==> src/rtl/duty_step_ctrl.sv <==
// duty_step_ctrl: button front end for the PWM generator.
// Two raw buttons are synchronised (2 flops) and debounced. A press/hold FSM then turns
// debounced presses into saturating steps of the duty register that feeds the PWM comparator.
// Simultaneous presses lock the FSM out until both buttons are released.
// Optional feature: define DUTY_STEP_AUTO_REPEAT_EN to get auto-repeat steps while a button
// is held (first repeat REPEAT_DELAY cycles after the press step, then every REPEAT_RATE).
module duty_step_ctrl #(
  parameter int unsigned DEBOUNCE_CYCLES = 4,
  parameter int unsigned REPEAT_DELAY    = 16,
  parameter int unsigned REPEAT_RATE     = 8,
  parameter int unsigned DUTY_W          = 4,
  parameter int unsigned DUTY_MAX        = 10,
  parameter int unsigned DUTY_INIT       = 5
) (
  input  logic              clk,
  input  logic              rst,
  input  logic              btn_inc,
  input  logic              btn_dec,
  output logic [DUTY_W-1:0] duty_out,
  output logic              inc_pulse,
  output logic              dec_pulse,
  output logic              at_max,
  output logic              at_min
);

  localparam int unsigned DbW = $clog2(DEBOUNCE_CYCLES + 1);
  localparam logic [DbW-1:0] DbLast = DbW'(DEBOUNCE_CYCLES - 1);
  localparam logic [DUTY_W-1:0] DutyMax  = DUTY_W'(DUTY_MAX);
  localparam logic [DUTY_W-1:0] DutyInit = DUTY_W'(DUTY_INIT);

`ifdef DUTY_STEP_AUTO_REPEAT_EN
  localparam int unsigned RepMax = (REPEAT_DELAY > REPEAT_RATE) ? REPEAT_DELAY : REPEAT_RATE;
  localparam int unsigned RepW   = $clog2(RepMax + 1);
  logic [RepW-1:0] rep_cnt_q;
`endif

  typedef enum logic [1:0] {StIdle, StHoldInc, StHoldDec, StLockout} state_e;

  // Bit 0 tracks the increment button, bit 1 the decrement button.
  logic [1:0]     sync1_q, sync2_q, deb_q;
  logic [DbW-1:0] db_cnt_q [2];
  state_e         state_q;
  logic [DUTY_W-1:0] duty_q;
  logic           inc_pulse_q, dec_pulse_q;
  logic           req_inc, req_dec, do_inc, do_dec;

  // Two-flop synchroniser for both raw buttons.
  always_ff @(posedge clk) begin
    if (rst) begin
      sync1_q <= '0;
      sync2_q <= '0;
    end else begin
      sync1_q <= {btn_dec, btn_inc};
      sync2_q <= sync1_q;
    end
  end

  // Debounce: level flips only after the synced input disagrees for DEBOUNCE_CYCLES cycles.
  always_ff @(posedge clk) begin
    if (rst) begin
      deb_q       <= '0;
      db_cnt_q[0] <= '0;
      db_cnt_q[1] <= '0;
    end else begin
      for (int i = 0; i < 2; i++) begin
        if (sync2_q[i] == deb_q[i]) begin
          db_cnt_q[i] <= '0;
        end else if (db_cnt_q[i] == DbLast) begin
          deb_q[i]    <= ~deb_q[i];
          db_cnt_q[i] <= '0;
        end else begin
          db_cnt_q[i] <= db_cnt_q[i] + DbW'(1);
        end
      end
    end
  end

  // Step requests from the FSM, then gated by saturation.
  always_comb begin
    req_inc = 1'b0;
    req_dec = 1'b0;
    case (state_q)
      StIdle: begin
        if (deb_q == 2'b01) req_inc = 1'b1;
        else if (deb_q == 2'b10) req_dec = 1'b1;
      end
`ifdef DUTY_STEP_AUTO_REPEAT_EN
      StHoldInc: begin
        if (deb_q == 2'b01 && rep_cnt_q == RepW'(1)) req_inc = 1'b1;
      end
      StHoldDec: begin
        if (deb_q == 2'b10 && rep_cnt_q == RepW'(1)) req_dec = 1'b1;
      end
`endif
      default: ;
    endcase
    do_inc = req_inc && (duty_q < DutyMax);
    do_dec = req_dec && (duty_q != '0);
  end

  // Press/hold FSM with the duty register and registered step pulses.
  always_ff @(posedge clk) begin
    if (rst) begin
      state_q     <= StIdle;
      duty_q      <= DutyInit;
      inc_pulse_q <= 1'b0;
      dec_pulse_q <= 1'b0;
`ifdef DUTY_STEP_AUTO_REPEAT_EN
      rep_cnt_q   <= '0;
`endif
    end else begin
      inc_pulse_q <= do_inc;
      dec_pulse_q <= do_dec;
      if (do_inc)      duty_q <= duty_q + DUTY_W'(1);
      else if (do_dec) duty_q <= duty_q - DUTY_W'(1);

      case (state_q)
        StIdle: begin
          if (deb_q == 2'b11) begin
            state_q <= StLockout;
          end else if (deb_q == 2'b01) begin
            state_q <= StHoldInc;
`ifdef DUTY_STEP_AUTO_REPEAT_EN
            rep_cnt_q <= RepW'(REPEAT_DELAY);
`endif
          end else if (deb_q == 2'b10) begin
            state_q <= StHoldDec;
`ifdef DUTY_STEP_AUTO_REPEAT_EN
            rep_cnt_q <= RepW'(REPEAT_DELAY);
`endif
          end
        end
        StHoldInc: begin
          if (!deb_q[0]) begin
            state_q <= StIdle;
          end else if (deb_q[1]) begin
            state_q <= StLockout;
          end
`ifdef DUTY_STEP_AUTO_REPEAT_EN
          else if (rep_cnt_q == RepW'(1)) begin
            rep_cnt_q <= RepW'(REPEAT_RATE);
          end else begin
            rep_cnt_q <= rep_cnt_q - RepW'(1);
          end
`endif
        end
        StHoldDec: begin
          if (!deb_q[1]) begin
            state_q <= StIdle;
          end else if (deb_q[0]) begin
            state_q <= StLockout;
          end
`ifdef DUTY_STEP_AUTO_REPEAT_EN
          else if (rep_cnt_q == RepW'(1)) begin
            rep_cnt_q <= RepW'(REPEAT_RATE);
          end else begin
            rep_cnt_q <= rep_cnt_q - RepW'(1);
          end
`endif
        end
        StLockout: begin
          if (deb_q == 2'b00) state_q <= StIdle;
        end
        default: state_q <= StIdle;
      endcase
    end
  end

  assign duty_out  = duty_q;
  assign inc_pulse = inc_pulse_q;
  assign dec_pulse = dec_pulse_q;
  assign at_max    = (duty_q == DutyMax);
  assign at_min    = (duty_q == '0);

endmodule

==> config.mk <==
export PLATFORM = sky130hd
export DESIGN_NAME = duty_step_ctrl
export DESIGN_NICKNAME = d
export VERILOG_FILES = /design/src/rtl/duty_step_ctrl.sv
export SDC_FILE = /design/constraint.sdc
export NUM_CORES = 1
export LEC_CHECK = 0
export ABC_AREA = 0
export BUFFER_PORTS_ARGS = -buffer_cell sky130_fd_sc_hd__buf_2
export CAP_MARGIN = 20
export CELL_PAD_IN_SITES_DETAIL_PLACEMENT = 1
export CELL_PAD_IN_SITES_GLOBAL_PLACEMENT = 1
export CORE_MARGIN = 5
export CORE_UTILIZATION = 40
export CTS_CLUSTER_SIZE = 24
export DETAILED_ROUTE_END_ITERATION = 10
export PLACE_DENSITY = 0.76
export SYNTH_ARGS = -nofsm -noshare
export SYNTH_HDL_FRONTEND = slang
export SYNTH_SLANG_ARGS = --single-unit
export TNS_END_PERCENT = 1
==> constraint.sdc <==
create_clock -name clk -period 2.2 [get_ports clk]
set_clock_uncertainty 0.05 [all_clocks]
set_input_delay 0.11 -clock clk [delete_from_list [all_inputs] [get_ports clk]]
set_output_delay 0.11 -clock clk [all_outputs]
set_load 0.01 [all_outputs]
---- Word level (Yosys, flattened, before mapping) ----
Memory sizes are Yosys's and may differ from the RTL's.
Index checks and enable logic that the tools add are counted.
operators by class
  add/subtract/negate cells ............... 4
  order comparisons ....................... 1
  eq/ne operators ......................... 15
  mux-type cells .......................... 46
  bitwise gates (word level) .............. 10
  reduce and logical (&&, ||, !) cells .... 10
operators with widths
  operator               count
  $mux W1                29
  $mux W3                6
  $mux W2                8
  $eq A2 B2 Y1 const B   4
  $mux W4                2
  $pmux W2 S4            1
  $add A3 B1 Y3 const B  2
  $eq A3 B2 Y1 const B   2
  $ne A3 B3 Y1 const B   2
  $or A1 B1 Y1           6
  $add A4 B1 Y4 const B  1
  $eq A2 B1 Y1 const B   2
  $eq A4 B4 Y1 const B   1
  $logic_not A2 Y1       2
  $logic_not A4 Y1       1
  $lt A4 B4 Y1 const B   1
  $ne A4 B4 Y1 const B   1
  $not A1 Y1             4
  $reduce_and A2 Y1      2
  $reduce_and A4 Y1      1
  $reduce_bool A4 Y1     1
  $sub A4 B1 Y4 const B  1
  $eq A1 B1 Y1           2
  $logic_and A1 B1 Y1    2
  2 further kinds        2
storage, ports and cells
  register bits ........................... 14
  bits in writable memories ............... 6
  input port bits ......................... 4
  output and inout port bits .............. 8
  word-level logic and storage cells ...... 95
  memories ................................ 1
memory list
  memory    words  bits a word  rd ports  clocked after memory_dff  wr ports  line  RTL
  db_cnt_q  2      3            2         0                         2         41    logic [DbW-1:0] db_cnt_q [2];

---- Longest topological paths before layout ----
  depth in word-level cells ............... 7
  depth in mapped cells ................... 8

---- Worst setup path before layout ----
No wires, ideal clock.
  path type ............................... reg-to-reg
  start ................................... register duty_q[1] (netlist: duty_out[1])
  end ..................................... register duty_q[3] (netlist: duty_out[3])
  library setup time ...................... 122 ps
  data arrival time ....................... 2003 ps
  setup slack ............................. 25 ps
  stages on the path, launching flop included .. 8
  cell sequence ........................... dfxtp_1 > o21ai_1 > nand3_1 > ha_1 > a21oi_1 > nand2_1 > and3b_1 > a311o_1
between the ends
  cells in the longest elaborated chain, start to end .. 3
RTL lines
  what                                           line  RTL
  start, declared                                43    logic [DUTY_W-1:0] duty_q;
  start signal, assigned                         105   duty_q <= DutyInit;
  start signal, assigned                         114   if (do_inc) duty_q <= duty_q + DUTY_W'(1);
  start signal, assigned                         115   else if (do_dec) duty_q <= duty_q - DUTY_W'(1);
  $sub A4 B1 Y4, or another cell as far along    115
  $mux W4, or another cell as far along          115
  $mux W4 or $reduce_bool A2 Y1 (tied branches)  -
Several ways; a longest one is shown, not always the timed one. The select of a mux whose other input is x is not followed.
A chain may end at the register's enable or synchronous reset.

---- Worst setup path after layout ----
  start ................................... register state_q[1]
  end ..................................... register duty_q[3] (netlist: duty_out[3])
between the ends
  cells in the longest elaborated chain, start to end .. 4
RTL lines
  what                                           line    RTL
  start, declared                                42      state_e state_q;
  start signal, assigned                         104     state_q <= StIdle;
  start signal, assigned                         120     state_q <= StLockout;
  start signal, assigned                         122     state_q <= StHoldInc;
  $logic_not A2 Y1 (*)                           82      case (state_q)
  $mux W1                                        82
  $logic_and A1 B1 Y1, on equally long branches  97, 98
  $mux W4 or $reduce_bool A2 Y1 (tied branches)  -
Mark *: on every way between the ends. The rest lies on a longest branch, timed or not.

==> metrics <==
Post-Synthesis Cells=108; Reg2Reg Setup Slack=0.17 ns; Yosys cell types=36; Final Util=49.1%; largest net degree at the start of global routing=18; DIE HEIGHT=62.7 um; Final Max Slew Viols=0; area growth from synthesis to layout=19.7%; outcome=complete, no violations; compound-gate portion of the synthesized area=10.6%; hold buffers post-CTS=2; fin cells=165; P_sw=0.258 mW; worst-path cell chain=nor2_1 > nand3_1 > ha_1 > a21oi_1 > nand2_1 > and3b_1 > a311o_1; Max-Cap Viols=0; drt total wl=2060 um; vias in the first global route=903; Worst path depth=7; Synth Area in Simple Gates=19.9%; antenna violations before repair=0; io pins=12; Final Hold Fails=0; Yosys top cell by area=dfxtp_1; GP Congestion=0.836; CTS Buffer Depth=2; worst hold path type=primary input to flip-flop; Iteration-0 DRC Markers=4; CP Launch Type=flip-flop; Leakage=0.572 nW; Residual DRC=0; Detail Placement HPWL=1670 um; hold path depth=2; number of setup violations in the final report=0; Clock transition at path regs=0.12 ns; mapped cell area=0.00111 mm2; DR WL/cell=12.5 um; die area=0.00393 mm2; post-synthesis area per instance=10.3 um2; Tcrit/Tclk final=92.4%; Tot GR Track Use=11.6%; Area contributors post-synth=dfxtp_1, edfxtp_1, ha_1; Design Power=0.978 mW; Warnings, synthesis=0; Critical Path Max Stage Delay=0.40 ns; layout cells sized above 1=21.6%; setup tns final=0 ns; Nets=152; postcts setup bufs=0; Period minus WS final=2.03 ns; Die Width=62.7 um; Int Power=0.720 mW; total CTS buffers=3; Seq cells post-synth=20; adder-cell area share of the yosys netlist=15.3%; register area share after synthesis=41.4%; vias per cell=5.08; Post-synth EDFFs=6; first-pass GRT wire length=3780 um; First-pass DRT Iterations=2; total core area=0.00271 mm2; largest family of logic cells by synthesized area=simple AND/OR/NAND/NOR gates; post-cts sizing count=0; Seq pwr share=44.1%; post-synthesis mux area share=4.50%; antenna viol nets, final=0; Initial Util=41.0%; maximum clock frequency=492 MHz; xor-xnor portion of the synthesized cell area=3.15%; critical-path maximum fanout=9; CP max stage cell=dfxtp_1; Post-synth ARST share=0%; Max VDD drop=0.529 mV; clock share of power=30.5%; Power Density=735 mW/mm2; top cell family by delay on the critical path=simple AND/OR/NAND/NOR gates; switching share of power=26.4%; top post-synthesis cells by count=dfxtp_1, nor2_1, ha_1, inv_1, edfxtp_1; Worst setup EP type=flip-flop; clock root buffer=clkbuf_4; Core Rows=19; Combinational Power Share=25.5%; Critical Path AT=2.18 ns; Worst-Skew Late Latency=0.30 ns; clk sinks=20; WP data required=2.35 ns; worst hold margin=0.106 ns; dominant cell by count in the synthesized netlist=dfxtp_1; Synth top area share=25.2%; I/O Buffers=11; ys flop type=dfxtp_1; critical path type=flip-flop to flip-flop; n_diodes=0; Crit path buffers/inverters=0; total grt overflow=0; Worst R2R Path Depth=7; placed cells=159; RSZ-0062 raised after global routing=false; CTS tree=yes; vias post-DR=838; CTS H-tree lvls=1
==> stage by stage <==
stage | instance area [um2] | setup WS [ns]
after floorplan | 1130 | 0.0253
final | 1330 | 0.167
after detailed placement | 1260 | 0.173
after CTS | 1330 | 0.154
after global placement | 1260 | 0.296
after global routing | 1330 | 0.0277
==> worst reg2reg max path, stage by stage, from the launching register on <==
cell and delay, ns:
dfxtp_1 0.40, nor2_1 0.22, nand3_1 0.15, ha_1 0.34, a21oi_1 0.25, nand2_1 0.11
and3b_1 0.17, a311o_1 0.26
==> worst paths after layout <==
| kind | from | end |
|---|---|---|
| worst max-delay path | state_q[1] | duty_out[3] |
| worst min-delay path | rst | deb_q[1] |
| worst max register to register | state_q[1] | duty_out[3] |
| worst min register to register | sync1_q[1] | sync2_q[1] |
==> area by class of cell <==
cell class | count | area (um2)
Multi-Input combinational cell | 81 | 617
Tap cell | 31 | 38.8
Sequential cell | 20 | 460
Timing Repair Buffer | 20 | 128
Clock buffer | 3 | 22.5
Inverter | 9 | 33.8
Fill cell | 324 | 1380
Clock inverter | 1 | 30.0
==> registers in the layout, summed over array words and instances, names as in the netlist <==
name / flops
db_cnt_q: 6
duty_out: 4
deb_q: 2
state_q: 2
sync1_q: 2
sync2_q: 2
dec_pulse: 1
inc_pulse: 1
==> routing by layer <==
layer  up-vias  track usage, %  share of wire, %  wire length (um)
li1        420               -                 -                 -
met1       411            12.5                42               859
met2         5            22.2                55              1130
met3         2            1.62               2.0                41
met4         0            4.77               1.3                27
met5         -               0                 0                 0
==> power groups by stage <==
stage	Sequential (mW)	Clock, mW	Combinational, mW
after floorplan	0.427	0	0.223
after global placement	0.439	0	0.238
after detailed placement	0.440	0	0.249
after CTS	0.432	0.309	0.253
after global routing	0.436	0.330	0.285
final	0.431	0.298	0.249
==> cells by family (layout without fill, tap and decap cells) <==
family / Yosys count / count (layout)
flops: 20 / 20
mux: 5 / 5
simple gates: 41 / 41
compound gates: 12 / 12
other cells: 1 / 6
buf+inv: 12 / 33
xor+xnor: 4 / 4
fa+ha+maj: 13 / 13
==> cell usage in the layout, fill, tap and decap left out, types with 2 or more instances in the layout <==
master         synthesis  layout
a21oi_1                3       3
buf_2                  0      11
buf_4                  0       7
clkbuf_4               0       3
conb_1                 1       6
dfxtp_1               14      14
dlygate4sd3_1          0       2
edfxtp_1               6       6
ha_1                  12      12
inv_1                  8       8
mux2i_1                5       5
nand2_1                3       3
nand2b_1               2       2
nand3_1                4       4
nor2_1                13      13
nor2b_1                5       5
nor3_1                 3       3
nor3b_1                2       2
o211ai_1               2       2
or3_1                  2       2
xnor2_1                2       2
xor2_1                 2       2
Power figures use the tool's default switching activity.
